`config.mk`:
```
export PLATFORM = sky130hd
export DESIGN_NAME = cas_div_seq_ctrl
export DESIGN_NICKNAME = d
export VERILOG_FILES = /design/src/rtl/cas_div_seq_ctrl.sv
export SDC_FILE = /design/constraint.sdc
export NUM_CORES = 1
export LEC_CHECK = 0
export ABC_AREA = 1
export BUFFER_PORTS_ARGS = -buffer_cell sky130_fd_sc_hd__buf_2
export CORE_MARGIN = 2
export CORE_UTILIZATION = 45
export DETAILED_ROUTE_END_ITERATION = 16
export GPL_ROUTABILITY_DRIVEN = 0
export SLEW_MARGIN = 20
export SYNTH_ARGS = -nofsm -noshare
export SYNTH_HDL_FRONTEND = slang
export SYNTH_SLANG_ARGS = --single-unit
```
`constraint.sdc`:
```
create_clock -name clk -period 3.15 [get_ports clk]
set_input_delay 0.1575 -clock clk [delete_from_list [all_inputs] [get_ports clk]]
set_output_delay 0.1575 -clock clk [all_outputs]
set_load 0.01 [all_outputs]
```
`src/rtl/cas_div_seq_ctrl.sv`:
```
// cas_div_seq_ctrl: sequences one shared CAS add/subtract step over four cycles for a 7-by-4-bit non-restoring divide
module cas_div_seq_ctrl #(
  parameter logic       FIRST_SUB = 1'b1,
  parameter logic [3:0] ERR_Q     = 4'hF
) (
  input  logic       clk,
  input  logic       rst,
  input  logic       start,
  input  logic [6:0] d_in,
  input  logic [3:0] m_in,
  output logic       busy,
  output logic       done,
  output logic [3:0] q,
  output logic [3:0] r,
  output logic       dz,
  output logic       ovf,
  output logic       step_q,
  output logic [1:0] step_idx
);
  typedef enum logic [1:0] {IDLE, STEP, FIX, ERR} state_t;
  state_t state, state_nxt;
  logic [6:0] d_r;
  logic [3:0] m_r, qb, rem;
  logic [5:0] p, t, p_nxt, m6;
  logic [1:0] cnt;
  logic       accept, bad;
  generate
    if (FIRST_SUB != 1'b1) begin : g_first_sub
      $error("cas_div_seq_ctrl: only FIRST_SUB = 1 is supported");
    end
  endgenerate
  assign m6     = {2'b00, m_r};
  assign accept = state == IDLE && start;
  // a quotient above 15 exists exactly when the top three dividend bits reach M
  assign bad    = m_in == 4'd0 || {1'b0, d_in[6:4]} >= m_in;
  assign t      = {p[4:0], d_r[{1'b0, ~cnt}]};
  assign p_nxt  = cnt == 2'd0 ? {2'b00, d_r[6:3]} - m6 : p[5] ? t + m6 : t - m6;
  assign rem    = p[5] ? p[3:0] + m_r : p[3:0];
  assign busy   = state != IDLE;
  always_comb begin
    state_nxt = state == IDLE ? (start ? (bad ? ERR : STEP) : IDLE) :
                state == STEP ? (cnt == 2'd3 ? FIX : STEP) : IDLE;
  end
  always_ff @(posedge clk) begin
    if (rst) state <= IDLE;
    else     state <= state_nxt;
  end
  always_ff @(posedge clk) begin
    if (rst) begin
      d_r      <= '0;
      m_r      <= '0;
      p        <= '0;
      cnt      <= '0;
      qb       <= '0;
      q        <= '0;
      r        <= '0;
      dz       <= 1'b0;
      ovf      <= 1'b0;
      done     <= 1'b0;
      step_q   <= 1'b0;
      step_idx <= '0;
    end else begin
      done <= state == FIX || state == ERR;
      if (accept) begin
        d_r <= d_in;
        m_r <= m_in;
        cnt <= '0;
        dz  <= m_in == 4'd0;
        ovf <= m_in != 4'd0 && bad;
      end
      if (state == STEP) begin
        p        <= p_nxt;
        qb[~cnt] <= ~p_nxt[5];
        step_q   <= ~p_nxt[5];
        step_idx <= cnt;
        cnt      <= cnt + 2'd1;
      end
      if (state == FIX) begin
        q <= qb;
        r <= rem;
      end
      if (state == ERR) begin
        q <= ERR_Q;
        r <= '0;
      end
    end
  end
endmodule
```
======== Word-level counts from Yosys, hierarchy flattened ========
Index checks and enable logic that the tools add are counted.
word-level totals
  register bits after elaboration ......... 39
  input port bits ......................... 14
  output and inout port bits .............. 15
operators by class
  $add $sub $neg .......................... 5
  magnitude comparators ................... 4
  equality and inequality tests ........... 4
  mux-type cells .......................... 17
  bitwise operators ....................... 2
  reduce and logical (&&, ||, !) cells .... 13
operator list
  operator                                                     count
  two-way mux 2 bit                                            7
  two-way mux 4 bit                                            3
  two-way mux 6 bit                                            2
  adder 6 x 4 -> 6 bit                                         1
  == test 2 bit (second input constant)                        3
  nonzero test 2 bit                                           3
  subtractor 6 x 4 -> 6 bit                                    1
  subtractor 4 x 4 -> 5 bit                                    1
  adder 4 bit                                                  1
  bitwise mux 4 bit                                            1
  >= comparator 3 x 4 -> 1 bit                                 1
  logical NOT 2 bit                                            2
  logical NOT 4 bit                                            1
  less-than comparator 2 x 4 -> 1 bit (second input constant)  1
  nonzero test 4 bit                                           1
  logical AND 1 bit                                            3
  less-than comparator 2 x 3 -> 1 bit (second input constant)  1
  adder 2 x 1 -> 2 bit (second input constant)                 1
  binary-select mux 1 bit (select 2 bit)                       1
  demux 1 bit (select 2 bit)                                   1
  == test 2 x 1 -> 1 bit (second input constant)               1
  >= comparator 2 x 1 -> 1 bit (second input constant)         1
  logical OR 1 bit                                             2
  two-way mux 1 bit                                            2
  3 further kinds                                              3

======== Longest topological paths before layout ========
  word-level depth ........................ 8
  gate-level depth with buffers ........... 16
  gate-level depth less buffers ........... 16

======== Least setup slack after synthesis ========
No wires, ideal clock.
  path type ............................... register to register
  start ................................... reg m_r[1]
  end ..................................... reg p[4]
  setup time .............................. 0.126 ns
  arrival time ............................ 1.877 ns
  setup slack ............................. 1.147 ns
  stages on the path, launching flop included .. 12
  buffers on the path ..................... 0
  clock period less this slack ............ 2.003 ns
  cell sequence ........................... dfxtp_1 -> inv_1 -> ha_1 -> nand2_1 -> o21ai_0 -> fa_1 -> nand2_1 -> nand2_1 -> a21oi_1 -> nor2_1 -> o21ai_0 -> a31oi_1
between the ends
  cells in the longest elaborated chain, start to end .. 3
  elaborated cells on any way between the ends .. 5
  those cells by class .................... add/sub: 3; mux: 2
ends and longest elaborated chain
  item                                                               line  text
  start, declared                                                    23    logic [3:0] m_r, qb, rem;
  start signal, assigned                                             66    m_r <= m_in;
  subtractor 6 x 4 -> 6 bit or adder 6 x 4 -> 6 bit (tied branches)  37    assign p_nxt = cnt == 2'd0 ? {2'b00, d_r[6:3]} - m6 : p[5] ? t + m6 : t - m6;
  two-way mux 6 bit                                                  37
  two-way mux 6 bit *                                                37
  end signal, assigned                                               72    p <= p_nxt;
  end, declared                                                      24    logic [5:0] p, t, p_nxt, m6;
Every way passes the cells marked *; elsewhere a longest branch is shown, timed or not.
A chain may end at the register's enable or synchronous reset.

======== Worst setup path in the final report ========
  start ................................... reg m_r[0]
  end ..................................... reg p[4]
Same word-level chain as after synthesis.

==> results.toml <==
[status]
status = "finished clean"

[global_route]
antenna_found_initial = 0
grt_pass1_wl_um = 8050
grt_pass1_vias = 1729
grt_max_degree = 24
grt.total_usage = 0.191
grt-ovfl-total = 0

[floorplanning]
rows = 25
start_util = 0.471
pin_count = 29
dieArea_sq_um = 5560
fp.coreArea_sq_um = 4750
die_w_um = 74.5
die_h_um = 74.5

[timing]
relSlewSlack = 0.603
grt_setup_unrepaired = "no"
holdWs_ps = 95.4
tightest_slew_ps = 595
hold_viol = 0
drv_slew = 0
max_freq_mhz = 449
period_share = 0.707
setup_viol = 0
finalSetupTns_ps = 0
finClkSkew_ps = 7.42
post-route-min-period_ps = 2230

[yosys]
synth_area_sq_um = 2240
yosysTopAreaCellShare = 0.349
async_reset_ff_frac = 0
ys.flop_type = "dfxtp_1"
synthesis.nets = 337
syn_inst = 299
syn_area_per_cell_sq_um = 7.49
ys_seq_area_frac = 0.349
synth_most_common_cell = "inv_1"
ys_ff_latch = 39
ys_warn_count = 0
synthTopCellsByCount = "inv_1, dfxtp_1, nand2_1, nor2_1"
yosys.area.top_type = "dfxtp_1"
synthTopCellsByArea = "dfxtp_1, ha_1, inv_1"
synth-edff-count = 0
yosysUniqueCellTypes = 34

[critical_path]
cp_slowest_cell = "fa_1"
r2r-end = "p[4]$_SDFFE_PP0P_"
r2r_slack_ps = 920
crit_fanout = 4
cp.arrival_ps = 2400
crit_path_end_kind = "register"
path_common_cell = "nand2_1"
critPathTopFamily = "adder cells"
ff2ff_path_depth = 11
cp-start-kind = "register"
critPathBufInv = 1
path_cells = "inv_1, ha_1, nand2_1, o21ai_0, fa_1, nand2_1, nand2_1, a21oi_1, nor2_1, o21ai_0, a31oi_1"
crit_type = "register to register"
required_ps = 3320
reg2reg_from = "m_r[0]$_SDFFE_PP0P_"
slowest_delay_ps = 460

[routing]
totalWireLength_um = 4870
drc_errors = 0
dr.pass1.iters = 4
drt-initial-drc-count = 84
vias = 1946
viasPerCell = 4.94
ant_nets = 0
detail_route.wl_per_cell_um = 12.3

[clock_network]
cts_resized = 0
numClockSinks = 39
post_cts_buffers = 0
cts_made_buffers = 5
cts_tree = "done"
clock_path_buffers = 2
cts_root_buffer = "clkbuf_8"
worstSkewPairLatency_ps = 290
holdBufCountCts = 0
htreeDepth = 2
clk_pin_slew_ps = 80

[power_and_ir_drop]
leakage_nw = 1.22
power_density_nw_per_um2 = 499
ir_worst_vdd_mv = 0.201

[final_layout]
fill_cells = 501
drive_gt1_frac = 0.156
post-route-util = 0.524
num-nets-final = 364
syn_to_final_growth_pct = 11.3
antenna_cells = 0

[worst_hold_path]
hp-class = "input pin to register"
whs_path_depth = 3
hp-start = "d_in[2]"
whs_endpoint = "d_r[2]$_SDFFE_PP0P_"

[placement]
port_buffers = 28
dp_hpwl_um = 3620

[run]
maxCapViolations = 0
[registers in the layout, indices dropped and copies added, names as in the netlist]
register	count
cnt	2
d_r	7
done	1
dz	1
m_r	4
ovf	1
p	6
q	4
qb	4
r	4
state	2
step_idx	2
step_q	1
[through the flow]
| stage | area (sq um) | setup slack, ps | power (mW) | std cells |
|---|---|---|---|---|
| 2_1_floorplan | 2240 | 1150 | 0.839 | 299 |
| 3_3_place_gp | 2410 | 991 | 0.919 | 386 |
| 3_5_place_dp | 2410 | 948 | 0.919 | 386 |
| 4_1_cts | 2490 | 927 | 1.26 | 394 |
| 5_1_grt | 2490 | 699 | 1.34 | 394 |
| 6_report | 2490 | 924 | 1.24 | 394 |
[power breakdown]
part | switching [mW] | internal [mW] | total, mW
combinational | 0.211 | 0.132 | 0.343
sequential | 0.0354 | 0.531 | 0.567
clock | 0.180 | 0.155 | 0.335
[cell usage in the layout (no fill, tap or decap), drive strengths merged]
cell type,count
o211ai,1
clkinv,1
dfxtp,39
clkinvlp,1
nand2,41
o22ai,2
nor4,1
fa,3
xnor2,2
a21boi,1
nor2,39
buf,28
o221ai,2
and2,1
xor2,2
or2,1
a31oi,2
a21oi,32
clkbuf,6
o21a,2
ha,21
o21ai,37
a221oi,1
o31ai,1
inv,49
nand3,11
[final cells by class]
cell class / count / area [sq um] / area share
multi-input cells: 203 / 1220 / 0.488
flip-flops and latches: 39 / 781 / 0.313
inverters: 49 / 186 / 0.0748
repair buffers: 28 / 140 / 0.0562
well taps: 67 / 83.8 / 0.0336
clock buffers: 6 / 72.6 / 0.0291
clock inverters: 2 / 12.5 / 0.00502
[per-layer routing]
metal / vias to the layer above / routed length [um] / track usage
li1: 1023 / - / -
met5: - / 0 / 0
met1: 866 / 2360 / 0.248
met2: 50 / 2220 / 0.319
met4: 0 / 64 / 0.0595
met3: 7 / 223 / 0.0407
[how the worst max path moves through the flow]
stage / slack (ps) / from / to / depth (start not counted)
after floorplan: 1150 / m_r[1]$_SDFFE_PP0P_ / p[4]$_SDFFE_PP0P_ / 11
after global placement: 990 / m_r[0]$_SDFFE_PP0P_ / p[4]$_SDFFE_PP0P_ / 11
after detailed placement: 950 / m_r[0]$_SDFFE_PP0P_ / p[4]$_SDFFE_PP0P_ / 11
after CTS: 930 / m_r[0]$_SDFFE_PP0P_ / p[4]$_SDFFE_PP0P_ / 11
after global routing: 700 / cnt[0]$_SDFFE_PP0P_ / p[4]$_SDFFE_PP0P_ / 11
final: 920 / m_r[0]$_SDFFE_PP0P_ / p[4]$_SDFFE_PP0P_ / 11
[cells by family after synthesis]
family / synth area share
simple gates: 0.188
xor+xnor: 0.0156
flops: 0.349
buf+inv: 0.108
fa+ha+maj: 0.144
compound gates: 0.196
[worst register-to-register path, stage by stage, from the launching register on]
cell	delay, ps
dfxtp_1	410
inv_1	130
ha_1	300
nand2_1	60
o21ai_0	160
fa_1	460
nand2_1	90
nand2_1	50
a21oi_1	150
nor2_1	50
o21ai_0	150
a31oi_1	90
(Power assumes the default switching activity.)
